`config.mk`:
```
export PLATFORM = sky130hd
export DESIGN_NAME = rrt_sample_gen
export DESIGN_NICKNAME = d
export VERILOG_FILES = /design/src/rtl/rrt_sample_gen.sv
export SDC_FILE = /design/constraint.sdc
export NUM_CORES = 1
export LEC_CHECK = 0
export CORE_UTILIZATION = 32
export CTS_CLUSTER_SIZE = 25
export DETAILED_ROUTE_END_ITERATION = 8
export PLACE_DENSITY = 0.8
export SYNTH_ARGS = -nofsm -noshare
export SYNTH_HDL_FRONTEND = slang
export SYNTH_SLANG_ARGS = --single-unit
```
`constraint.sdc`:
```
create_clock -name clk -period 1.7 [get_ports clk]
set_input_delay 0.34 -clock clk [delete_from_list [all_inputs] [get_ports clk]]
set_output_delay 0.34 -clock clk [all_outputs]
set_load 0.01 [all_outputs]
```
`src/rtl/rrt_sample_gen.sv`:
```
// rrt_sample_gen: turns xorshift64 words into uniform 2-D sample points inside
// [0, X_MAX) x [0, Y_MAX) by mask-and-reject, substitutes the goal point on
// every GOAL_PERIOD-th emitted sample, and offers one point at a time to the
// nearest-neighbour stage.
//
// Handshake: sample_valid rises with stable sample_x/sample_y/sample_is_goal
// and stays high, with those outputs frozen, until the cycle in which
// sample_valid && sample_ready is seen at a rising edge; that edge is the
// transfer, and sample_valid is never withdrawn before it.
module rrt_sample_gen #(
  parameter int unsigned     COORD_W     = 16,
  parameter longint unsigned X_MAX       = 1024,
  parameter longint unsigned Y_MAX       = 1024,
  parameter int unsigned     GOAL_PERIOD = 20
) (
  input  logic               clk,
  input  logic               rst_n,
  input  logic               enable,
  output logic               prng_en,
  input  logic [63:0]        prng_word,
  input  logic [COORD_W-1:0] goal_x,
  input  logic [COORD_W-1:0] goal_y,
  output logic               sample_valid,
  input  logic               sample_ready,
  output logic [COORD_W-1:0] sample_x,
  output logic [COORD_W-1:0] sample_y,
  output logic               sample_is_goal,
  output logic [31:0]        reject_count,
  output logic [1:0]         dbg_state
);

  // Power-of-two masks covering each bound; a bound of 1 gives a zero mask.
  localparam int unsigned X_BITS = $clog2(X_MAX);
  localparam int unsigned Y_BITS = $clog2(Y_MAX);
  localparam logic [63:0] MX     = (64'd1 << X_BITS) - 64'd1;
  localparam logic [63:0] MY     = (64'd1 << Y_BITS) - 64'd1;

  // The goal counter still needs one bit when goal bias is disabled.
  localparam int unsigned GC_W      = (GOAL_PERIOD == 0) ? 1 : $clog2(GOAL_PERIOD + 1);
  localparam int unsigned GOAL_LAST = (GOAL_PERIOD == 0) ? 0 : GOAL_PERIOD - 1;

  typedef enum logic [1:0] {
    S_IDLE = 2'd0,
    S_DRAW = 2'd1,
    S_HOLD = 2'd2
  } state_t;

  state_t              r_state;
  logic                r_valid;
  logic [COORD_W-1:0]  r_x;
  logic [COORD_W-1:0]  r_y;
  logic                r_is_goal;
  logic [31:0]         r_reject_count;
  logic [GC_W-1:0]     r_goal_cnt;

  logic [31:0]         w_cx;
  logic [31:0]         w_cy;
  logic                w_accept;
  logic                w_goal_due;

  // Candidate point from the current word and its in-bounds test.
  always_comb begin
    w_cx       = prng_word[31:0]  & MX[31:0];
    w_cy       = prng_word[63:32] & MY[31:0];
    w_accept   = ({32'd0, w_cx} < X_MAX) && ({32'd0, w_cy} < Y_MAX);
    w_goal_due = (GOAL_PERIOD != 0) && (r_goal_cnt == GC_W'(GOAL_LAST));
  end

  // The generator advances exactly on the cycles whose word is evaluated.
  assign prng_en        = (r_state == S_DRAW);
  assign sample_valid   = r_valid;
  assign sample_x       = r_x;
  assign sample_y       = r_y;
  assign sample_is_goal = r_is_goal;
  assign reject_count   = r_reject_count;
  assign dbg_state      = r_state;

  // Sampling FSM: IDLE decides goal vs draw, DRAW rejects until a hit, HOLD waits for the transfer.
  always_ff @(posedge clk) begin
    if (!rst_n) begin
      r_state        <= S_IDLE;
      r_valid        <= 1'b0;
      r_x            <= '0;
      r_y            <= '0;
      r_is_goal      <= 1'b0;
      r_reject_count <= '0;
      r_goal_cnt     <= '0;
    end else begin
      unique case (r_state)
        S_IDLE: begin
          if (enable) begin
            if (w_goal_due) begin
              r_x       <= goal_x;
              r_y       <= goal_y;
              r_is_goal <= 1'b1;
              r_valid   <= 1'b1;
              r_state   <= S_HOLD;
            end else begin
              r_state   <= S_DRAW;
            end
          end
        end
        S_DRAW: begin
          if (w_accept) begin
            r_x       <= COORD_W'(w_cx);
            r_y       <= COORD_W'(w_cy);
            r_is_goal <= 1'b0;
            r_valid   <= 1'b1;
            r_state   <= S_HOLD;
          end else if (r_reject_count != 32'hFFFF_FFFF) begin
            r_reject_count <= r_reject_count + 32'd1;
          end
        end
        S_HOLD: begin
          if (r_valid && sample_ready) begin
            r_valid <= 1'b0;
            r_state <= S_IDLE;
            if (GOAL_PERIOD != 0) begin
              r_goal_cnt <= r_is_goal ? '0 : r_goal_cnt + GC_W'(1);
            end
          end
        end
        default: begin
          r_state <= S_IDLE;
          r_valid <= 1'b0;
        end
      endcase
    end
  end

endmodule

```
==> flow_summary.json <==
{
  "clk_pin_slew_ns": 0.08,
  "maxSlewViolCount": 0,
  "setup_viol_count_final": 0,
  "fp-row-count": 28,
  "crit_arrival_ns": 1.30,
  "synth_top_area_share_pct": 40.5,
  "n_fill_cell": 587,
  "leakage_nw": 1.19,
  "crit_fanout": 10,
  "vias_per_cell": 4.98,
  "synth-seq-area-share_pct": 40.5,
  "holdBufCountCts": 0,
  "ys_warn_count": 0,
  "syn_to_final_growth_pct": 53.8,
  "hold_viol": 0,
  "synthCells": 252,
  "drive_above_1_share_pct": 8.96,
  "coreArea_um2": 6030,
  "routed_wl_um": 5840,
  "cts_setup_buffers": 0,
  "p_per_area_nw_per_um2": 783,
  "start_util_pct": 33.7,
  "avgSynthCellArea_um2": 8.05,
  "critical_path_class": "reg -> out",
  "cts_max_path_buffers": 2,
  "n_antenna_cell": 0,
  "worst_hold_path_type": "reg -> reg",
  "synth_largest_area_cell": "dfxtp_1",
  "ir_worst_vdd_mv": 0.387,
  "fmax_mhz": 611,
  "h-tree-depth": 2,
  "gp_congestion": 0.774,
  "grt_setup_unrepaired": "no",
  "clk-insertion-delay-late_ns": 0.30,
  "drc": 0,
  "start_kind": "register",
  "grt_use_total_pct": 18.0,
  "antenna_found_initial": 0,
  "crit_family": "buffers and inverters",
  "cts-buffers-inserted": 5,
  "critPathBufInv": 1,
  "rrSetupSlack_ns": 0.18,
  "required_ns": 1.36,
  "cts_root_buf": "clkbuf_8",
  "ys_ff_latch": 41,
  "syn_area_um2": 2030,
  "status": "complete, no violations",
  "synth_cell_type_count": 30,
  "antenna_left": 0,
  "cp-end-kind": "primary output",
  "pre_cts_ws_ns": -0.0897,
  "hold_ws_ns": 0.475,
  "final_nets": 446,
  "num_vias": 2096,
  "synth_area_leaders": "dfxtp_1, o21ai_0, buf_4",
  "grt-ovfl-total": 0,
  "final_util_pct": 51.8,
  "cts.sinks": 41,
  "finClkSkew_ns": 0.00498,
  "place_hpwl_um": 4150,
  "cp_slowest_cell": "clkdlybuf4s50_1",
  "period_share_pct": 96.2,
  "port_buffers": 92,
  "cap_violations": 0,
  "tritoncts": "done",
  "min_period_ns": 1.64,
  "avgRoutedWirePerCell_um": 13.9,
  "firstDrtPassIters": 5,
  "grt_max_degree": 22,
  "drt_iter0_markers": 73,
  "fp.dieW_um": 81.6,
  "worstPathCellList": "clkdlybuf4s50_1",
  "fin_ws_ns": 0.0646,
  "critPathMaxStageDelay_ns": 0.58,
  "die_area_um2": 6660,
  "grt_pass1_wl_um": 9160,
  "grt_pass1_vias": 1976,
  "die_height_um": 81.6,
  "ioPinCount": 169
}
==> cell type report <==
class	instances	area, um^2	share of cell area, %
inverters	3	11.3	0.361
multi-input cells	185	1000	32.1
repair buffers	109	1050	33.7
well taps	75	93.8	3.01
clock buffers	5	68.8	2.21
flip-flops and latches	41	823	26.4
clock inverters	3	68.8	2.21
==> sequential cells by signal, indices dropped and copies added (netlist names) <==
signal / cells
sample_is_goal: 1
r_goal_cnt: 5
dbg_state: 2
sample_valid: 1
sample_x: 16
sample_y: 16
==> worst min-delay path, cell delays in order, from the launching register on <==
cell     delay (ns)
dfxtp_1        0.31
o21ai_0        0.06
a21oi_1        0.06
==> repair_timing <==
action | CTS | global route
hold endpoints to repair | 0 | 0
gates resized for setup | 2 | 3
pin swaps | 0 | 0
setup endpoints to repair | 2 | 3
==> stage by stage <==
stage                     instance area, um^2  instances  setup TNS, ns  power, mW
after floorplan                          2140        283              0       1.30
after global placement                   2980        413         -0.919       1.51
after detailed placement                 2980        413         -0.915       1.52
after CTS                                3110        421              0       2.46
after global routing                     3120        421              0       2.57
final                                    3120        421              0       2.44
==> synthesized netlist by cell type <==
library cell / instances
a21boi_0: 1
a21boi_1: 3
a21o_1: 1
a21oi_1: 33
a31oi_1: 22
buf_2: 5
buf_4: 32
clkbuf_1: 17
conb_1: 1
dfxtp_1: 41
ha_1: 1
inv_1: 3
nand2_1: 5
nand2b_1: 2
nand3_1: 14
nand3b_1: 1
nand4b_4: 1
nand4bb_1: 1
nor2_1: 4
nor2b_1: 1
nor4_1: 1
nor4bb_1: 1
o21ai_0: 51
o21ai_1: 3
o311a_1: 1
o31a_1: 1
or3_1: 1
or3b_2: 1
or4_1: 2
or4b_1: 1
==> worst paths after layout <==
path | start | end | cells after the start
hold reg to reg | sample_y[2] | sample_y[2] | 2
hold / removal | sample_y[2] | sample_y[2] | 2
setup / recovery | sample_is_goal | sample_is_goal | 1
setup reg to reg | r_goal_cnt[0] | sample_y[4] | 5
==> power by group <==
group          internal, mW  leakage [nW]  switching, mW
registers              1.00         0.335         0.0248
logic                 0.253         0.788          0.216
clock network         0.591        0.0687          0.351
total                  1.85          1.19          0.592
==> cells by family (layout without fill, tap and decap cells) <==
logic type	Yosys count	after routing	synth area share, %
AO/OA/AOI/OAI	116	116	31.0
buffers and inverters	57	120	16.8
AND/OR/NAND/NOR	36	36	10.9
adder cells (fa/ha/maj)	1	1	0.617
flip-flops	41	41	40.5
other	1	32	0.185
==> routing by layer <==
| metal | wire (um) | global-route usage (%) | vias up |
|---|---|---|---|
| met3 | 355 | 5.22 | 7 |
| met5 | 0 | 0 | - |
| met1 | 2530 | 21.4 | 990 |
| li1 | - | - | 1030 |
| met2 | 2890 | 31.3 | 69 |
| met4 | 67 | 5.44 | 0 |
==> cells in the final DEF (no fill, tap or decap), types with 2 or more instances in the layout <==
cell type / instances
nand3_1: 14
clkbuf_8: 5
conb_1: 32
o21ai_0: 51
inv_1: 3
nand2_1: 5
a21oi_1: 33
clkdlybuf4s50_1: 89
bufinv_16: 2
a21boi_1: 3
o21ai_1: 3
nor2_1: 4
dfxtp_2: 2
nand2b_1: 2
buf_4: 17
dlymetal6s2s_1: 2
dfxtp_1: 39
or4_1: 2
a31oi_1: 22
(Power assumes the default switching activity.)
